`src/rtl/tmds_pkg.sv`:
```
// tmds_pkg: control symbols, tally type and popcount helper shared by the TMDS encoder.
package tmds_pkg;
  localparam logic [9:0] CTRL_00 = 10'b1101010100;
  localparam logic [9:0] CTRL_01 = 10'b0010101011;
  localparam logic [9:0] CTRL_10 = 10'b0101010100;
  localparam logic [9:0] CTRL_11 = 10'b1010101011;
  typedef logic signed [4:0] tmds_tally_t;
  function automatic logic [3:0] popcount8(input logic [7:0] v);
    logic [3:0] n;
    n = '0;
    for (int i = 0; i < 8; i++) n = n + {3'b0, v[i]};
    return n;
  endfunction
endpackage

```
`src/rtl/tmds_encoder_tm_choice.sv`:
```
// tm_choice: stage 1 transition-minimised 9-bit word from a pixel byte.
module tm_choice
  import tmds_pkg::*;
(
  input  logic [7:0] data_in,
  output logic [8:0] qm_out
);
  logic [3:0] n1d;
  logic       use_xnor;
  logic [7:0] x;
  assign n1d      = popcount8(data_in);
  assign use_xnor = n1d > 4'd4 || (n1d == 4'd4 && !data_in[0]);
  for (genvar g = 0; g < 8; g++) begin : g_chain
    assign x[g] = ^data_in[g:0];
  end
  // each XNOR step adds one inversion, so odd positions of the XOR chain flip
  assign qm_out = {~use_xnor, x ^ (use_xnor ? 8'hAA : 8'h00)};
endmodule

```
`src/rtl/tmds_encoder.sv`:
```
// tmds_encoder: 8b/10b TMDS channel encoder with DC balancing and control symbols.
// Define TMDS_ENCODER_PIPE_EN to add a register between stage 1 and stage 2 (2-cycle latency).
module tmds_encoder
  import tmds_pkg::*;
(
  input  logic       clk_in,
  input  logic       rst_in,
  input  logic [7:0] data_in,
  input  logic [1:0] control_in,
  input  logic       ve_in,
  output logic [9:0] tmds_out
);
  logic [8:0]  qm_raw, qm;
  logic        ve;
  logic [1:0]  ctrl;
  logic [3:0]  n1;
  tmds_tally_t tally, tally_nxt, diff;
  logic        case_a, case_b;
  logic [9:0]  ctrl_sym, sym;
  tm_choice u_tm (.data_in(data_in), .qm_out(qm_raw));
`ifdef TMDS_ENCODER_PIPE_EN
  always_ff @(posedge clk_in) begin
    if (rst_in) begin
      qm   <= '0;
      ve   <= 1'b0;
      ctrl <= 2'b00;
    end else begin
      qm   <= qm_raw;
      ve   <= ve_in;
      ctrl <= control_in;
    end
  end
`else
  assign qm   = qm_raw;
  assign ve   = ve_in;
  assign ctrl = control_in;
`endif
  assign n1 = popcount8(qm[7:0]);
  // diff = n1 - n0 = 2*n1 - 8
  assign diff   = tmds_tally_t'({n1, 1'b0}) - 5'sd8;
  assign case_a = tally == 5'sd0 || diff == 5'sd0;
  assign case_b = (tally > 5'sd0 && diff > 5'sd0) || (tally < 5'sd0 && diff < 5'sd0);
  always_comb begin
    ctrl_sym  = ctrl == 2'b00 ? CTRL_00 : ctrl == 2'b01 ? CTRL_01 : ctrl == 2'b10 ? CTRL_10 : CTRL_11;
    sym       = !ve ? ctrl_sym :
                case_a ? {~qm[8], qm[8], qm[8] ? qm[7:0] : ~qm[7:0]} :
                case_b ? {1'b1, qm[8], ~qm[7:0]} : {1'b0, qm[8], qm[7:0]};
    tally_nxt = case_a ? (qm[8] ? tally + diff : tally - diff) :
                case_b ? tally + tmds_tally_t'({3'b0, qm[8], 1'b0}) - diff :
                tally + diff - tmds_tally_t'({3'b0, ~qm[8], 1'b0});
  end
  always_ff @(posedge clk_in) begin
    if (rst_in) begin
      tmds_out <= '0;
      tally    <= '0;
    end else begin
      tmds_out <= sym;
      tally    <= ve ? tally_nxt : '0;
    end
  end
endmodule

```
`config.mk`:
```
export PLATFORM = sky130hd
export DESIGN_NAME = tmds_encoder
export DESIGN_NICKNAME = d
export VERILOG_FILES = /design/src/rtl/tmds_pkg.sv /design/src/rtl/tmds_encoder_tm_choice.sv /design/src/rtl/tmds_encoder.sv
export SDC_FILE = /design/constraint.sdc
export NUM_CORES = 1
export LEC_CHECK = 0
export BUFFER_PORTS_ARGS = -buffer_cell sky130_fd_sc_hd__buf_4
export CORE_MARGIN = 2
export CORE_UTILIZATION = 52
export CTS_CLUSTER_DIAMETER = 100
export DETAILED_ROUTE_END_ITERATION = 10
export GPL_TIMING_DRIVEN = 0
export PLACE_DENSITY = 0.76
export SYNTH_ARGS = -nofsm -noshare
export SYNTH_HDL_FRONTEND = slang
export SYNTH_SLANG_ARGS = --single-unit
```
`constraint.sdc`:
```
create_clock -name clk_in -period 7.05 [get_ports clk_in]
set_input_delay 0.3525 -clock clk_in [delete_from_list [all_inputs] [get_ports clk_in]]
set_output_delay 0.3525 -clock clk_in [all_outputs]
set_load 0.01 [all_outputs]
```
Yosys cells after proc, flatten, opt, wreduce, memory -nomap -nowiden
Cells that the tools add are included.
{ "word_totals": {"reg_bits": 15, "in_bits": 13, "out_inout_bits": 10, "wordCells": 63} }
{ "op_classes": {"n_addsub": 20, "n_lt_le_gt_ge": 5, "eq_ne": 3, "muxes": 11, "bitwise": 4, "n_reduce_logical": 18} }
{ "ops": {"columns": ["cell", "count"], "rows": [
  ["$mux 10", 6],
  ["$add 4x1->4", 10],
  ["$mux 8", 2],
  ["$mux 5", 3],
  ["$gt 5x1->1 const B", 2],
  ["$logic_not 5->1", 2],
  ["$lt 5x1->1 const B", 2],
  ["$sub 5x5->5", 2],
  ["$not 8->8", 1],
  ["$reduce_xor 8->1", 1],
  ["$xor 8x8->8", 1],
  ["$reduce_xor 7->1", 1],
  ["$reduce_xor 6->1", 1],
  ["$add 5x3->5", 1],
  ["$add 5x5->5", 1],
  ["$reduce_xor 5->1", 1],
  ["$sub 5x3->5", 1],
  ["$sub 5x5->5 const B", 1],
  ["$add 1x1->2", 2],
  ["$add 3x1->4", 1],
  ["$eq 4x3->1 const B", 1],
  ["$gt 4x3->1 const B", 1],
  ["$reduce_xor 4->1", 1],
  ["$add 2x1->3", 1],
  ["other kinds (10)", 15]
]} }

Depth between registers and ports, before layout
{ "logic_depth": {"depth_word": 26, "depth_mapped": 26, "depth_no_buf": 25} }

Modules after synthesis
Synthesis repeated with hierarchy kept, for this count alone.
{ "hier_totals": {"hier_cells": 170, "hier_area_um2": 1672.9} }
{ "by_module_without_submodules": {"columns": ["module", "n_inst", "cells_per_inst", "area_per_inst_um2", "seq_area_each_um2"], "rows": [
  ["tmds_encoder", 1, 140, 1322.5, 280.3],
  ["tm_choice", 1, 30, 350.3, 0.0]
]} }

Worst setup path before layout
Ideal clock, no wire load.
{ "synth_path": {"path_type": "input to register", "start": "in data_in[0]", "end": "reg tmds_out[6]", "setup_ns": 0.079, "arrival_ns": 7.452, "setup_slack_ns": -0.482, "stages": 25, "path_buffers": 2, "cell_sequence": "ha_1 inv_2 fa_1 fa_1 inv_1 fa_1 fa_1 nor3b_2 o22ai_4 clkbuf_1 xnor2_1 fa_1 fa_1 fa_1 inv_1 ha_1 fa_1 xor2_1 ha_1 or3b_1 o21ai_4 mux2_4 buf_8 xnor2_1 a211oi_2"} }
{ "synth_via": {"elab_chain_cells": 26, "word_cells_on_any_way": 41, "classes_between": "15 x add/sub; 3 x order compare; 1 x eq/ne; 5 x mux; 2 x bitwise; 15 x reduce/logical"} }
{ "synth_lines": {"columns": ["element", "line", "source"], "rows": [
  ["start, declared", "tmds_encoder.sv:8", "input logic [7:0] data_in,"],
  ["parallel branches: the longest is 24 deep, another holds $add 4x1->4", null, null],
  ["$mux 10 (*)", "tmds_encoder.sv:46", "case_a ? {~qm[8], qm[8], qm[8] ? qm[7:0] : ~qm[7:0]} :"],
  ["$mux 10 (*)", "tmds_encoder.sv:45", "sym = !ve ? ctrl_sym :"],
  ["end signal, assigned", "tmds_encoder.sv:57", "tmds_out <= sym;"],
  ["end, declared", "tmds_encoder.sv:11", "output logic [9:0] tmds_out"]
]} }
Mark *: on every way between the ends.
A chain may end at the register's enable or synchronous reset.

Worst setup path in the final report
{ "layout_path": {"start": "in data_in[0]", "end": "reg tally[4]"} }
{ "layout_via": {"elab_chain_cells": 25, "word_cells_on_any_way": 45, "classes_between": "20 x add/sub; 3 x order compare; 1 x eq/ne; 4 x mux; 2 x bitwise; 15 x reduce/logical"} }
{ "layout_lines": {"columns": ["element", "line", "source"], "rows": [
  ["parallel branches: the longest is 24 deep, another holds $add 4x1->4", null, null],
  ["$mux 5 (*)", "tmds_encoder.sv:48", "tally_nxt = case_a ? (qm[8] ? tally + diff : tally - diff) :"],
  ["end signal, assigned", "tmds_encoder.sv:58", "tally <= ve ? tally_nxt : '0;"],
  ["end, declared", "tmds_encoder.sv:17", "tmds_tally_t tally, tally_nxt, diff;"]
]} }
Marked as above.

==> out/results.tsv <==
stage	metric	value	unit
status	outcome	finished, violations left	
status	violations	negative setup slack	
setup_path	r2r-start	tally[2]	
final_layout	area_growth	36.18	%
place	hpwl	2.756	mm
setup_path	worstPathArrival	7330	ps
global_routing	grt.total_usage	0.1997	
floorplan	io_pins	23	
yosys	netlist.area_leader.share	0.1817	
sta	worstMarginPinSlew	435.0	ps
clock_tree	clk_latency	270	ps
sta	max_slew_margin	0.7100	
yosys	synth.net_count	219	
final_layout	final_nets	262	
min_path	hold_start	rst_in	
global_routing	grt_pass1_wl	5.457	mm
min_path	hold_depth	2	
global_routing	grt_pass1_vias	1270	
floorplan	core	3028	um^2
clock_tree	clk_path_buf_depth	2	
yosys	yosysTopAreaCell	ha_1	
clock_tree	cts_tree	built	
final_layout	diodes	0	
setup_path	required	7250	ps
routing	wl_per_cell	13.71	um
flow_run	maxCapViolCount	0	
sta	finalSetupViolations	6	
setup_path	critPathCaptureType	register	
yosys	synthArstFlopShare	0	
floorplan	die_h	60.38	um
yosys	yosysMostFrequentCell	inv_1	
yosys	synth_top_flop_cell	dfxtp_1	
yosys	synthTopCellsByCount	inv_1, ha_1, xnor2_1, dfxtp_1	
routing	wl	3.510	mm
sta	rsz0062_at_grt	true	
sta	finalCriticalPeriod	7129	ps
clock_tree	cts_sinks	14	
yosys	synthCells	170	
yosys	ys_seq_area_frac	0.1696	
setup_path	rr_worst_depth	8	
setup_path	rrSetupSlack	4790	ps
setup_path	start_kind	primary input	
place	place.gp.congestion	0.8187	
clock_tree	cts-root-buf	clkbuf_4	
min_path	hold_path_end	tmds_out[6]	
routing	first_pass_iters	5	
place	port_buffers	21	
routing	drtAntennaViolNets	0	
yosys	synth-edff-count	0	
sta	worst_slack	-78.71	ps
setup_path	crit_start	data_in[0]	
routing	num_vias	1302	
sta	final_hold_viol_count	0	
sta	fin_skew	1.835	ps
floorplan	num_rows	20	
yosys	post_synth_num_cell_types	38	
yosys	syn-cell-area	1653	um^2
floorplan	initial_core_util	0.5459	
global_routing	antenna_found_initial	0	
global_routing	gr-total-overflow	0	
yosys	yosys_warnings	0	
sta	fmax	0.1403	GHz
routing	dr.first_iter.drc_count	35	
floorplan	die_area	3646	um^2
setup_path	critPathKind	primary input to register	
global_routing	grt_max_degree	11	
final_layout	drive_above_1_share	0.4057	
routing	drc	0	
yosys	synth_seq_cells	14	
min_path	hp-class	primary input to register	
sta	finalSetupTns	-222.4	ps
clock_tree	htree_levels	1	
setup_path	critPathMaxFanout	10	
yosys	synth_area_leaders	ha_1, dfxtp_1, fa_1, xnor2_1, inv_1	
floorplan	die_x	60.38	um
clock_tree	clkSlewWorstSetupHoldPaths	80	ps
routing	avgViaCountPerCell	5.086	
sta	post-route-period-util	1.011	
sta	drv_slew	0	
yosys	synth_area_per_cell	9.723	um^2
clock_tree	cts-hold-fix-buffers	0	
clock_tree	cts_made_buffers	3	
setup_path	rr_endpoint	tally[4]	
-- cells by family after synthesis --
logic type      synth area share
fa+ha+maj                 0.3270
xor+xnor                  0.1893
buf+inv                  0.07494
compound gates            0.1310
simple gates             0.08706
flops                     0.1696
mux                      0.02119
-- timing repair --
| item | 4_1_cts | 5_1_grt |
|---|---|---|
| endpoints found under the hold margin | 0 | 0 |
| pin swaps | 6 | 23 |
| setup endpoints to repair | 12 | 13 |
| cloned | 0 | 0 |
| gates resized for setup | 5 | 22 |
| setup buffers | 7 | 11 |
-- worst max path at each step --
stage / endpoint / slack [ps] / cells past startpoint
after floorplan: tmds_out[6] / 6 / 25
after global placement: tmds_out[6] / -420 / 26
after detailed placement: tally[4] / -550 / 27
after CTS: tally[4] / 0.3 / 27
after global routing: tally[2] / -320 / 27
final: tally[4] / -80 / 27
-- layout make-up --
type                            count  area [um^2]
Inverter                           26        102.6
Fill cell                         213        777.0
Tap cell                           44        55.05
Clock buffer                        4        36.28
Sequential cell                    14        280.3
Buffer                              3        21.27
Timing Repair Buffer               39        311.5
Multi-Input combinational cell    126         1444
-- state kept, by name, indices dropped and copies added (netlist names) --
| register | cells |
|---|---|
| tally | 4 |
| tmds_out | 10 |
-- routing by layer --
| layer | global-route usage | vias up | routed length, um |
|---|---|---|---|
| met5 | 0 | - | 0 |
| met4 | 0.06667 | 0 | 26 |
| met3 | 0.01066 | 2 | 78 |
| met2 | 0.3711 | 25 | 1932 |
| met1 | 0.2453 | 638 | 1472 |
| li1 | - | 637 | - |
-- cell usage in the layout (no fill, tap or decap), types with 2 or more instances in the layout --
| cell type | n |
|---|---|
| clkbuf_4 | 3 |
| inv_1 | 22 |
| a21o_1 | 2 |
| buf_6 | 3 |
| nand2_1 | 2 |
| clkbuf_8 | 2 |
| ha_4 | 5 |
| nor2_1 | 11 |
| xnor2_2 | 7 |
| xnor2_1 | 12 |
| o21ai_0 | 2 |
| fa_1 | 8 |
| ha_1 | 18 |
| xor2_2 | 2 |
| xor2_4 | 2 |
| nand2b_1 | 2 |
| a21oi_2 | 3 |
| buf_4 | 35 |
| dfxtp_1 | 14 |
| o21ai_1 | 6 |
| mux2i_1 | 2 |
| inv_2 | 3 |
| xor2_1 | 7 |
| a211oi_2 | 4 |
| a21oi_1 | 6 |
| nand3_1 | 3 |
| fa_2 | 4 |
-- metrics by stage --
| stage | cell area [um^2] | hold slack [ps] | instances | setup WS, ps | utilization |
|---|---|---|---|---|---|
| final | 2251 | 265.1 | 256 | -78.71 | 0.7434 |
| after global routing | 2251 | 266.9 | 256 | -323.7 | 0.7434 |
| after CTS | 2077 | 259.0 | 246 | 0.3304 | 0.6860 |
| after detailed placement | 1951 | 547.2 | 235 | -547.4 | 0.6442 |
| after global placement | 1951 | 540.7 | 235 | -423.2 | 0.6442 |
| after floorplan | 1738 | 417.1 | 170 | 5.835 | - |
-- worst max-delay path, cell delays in order --
cell	delay (ps)
buf_8	100
ha_4	280
clkinv_4	50
fa_1	520
fa_1	540
inv_1	50
fa_2	350
fa_2	480
nor3b_4	220
o22ai_4	100
clkbuf_8	190
xnor2_2	200
fa_1	480
fa_1	490
fa_1	490
inv_1	40
ha_2	200
fa_2	530
inv_2	110
ha_4	140
inv_2	40
fa_2	550
nor2_2	40
or3_1	380
a21oi_2	160
a211oi_2	50
a211oi_2	180
Power is not shown: default switching activity piles up to over one toggle a cycle in this logic, so the estimate is an artifact.
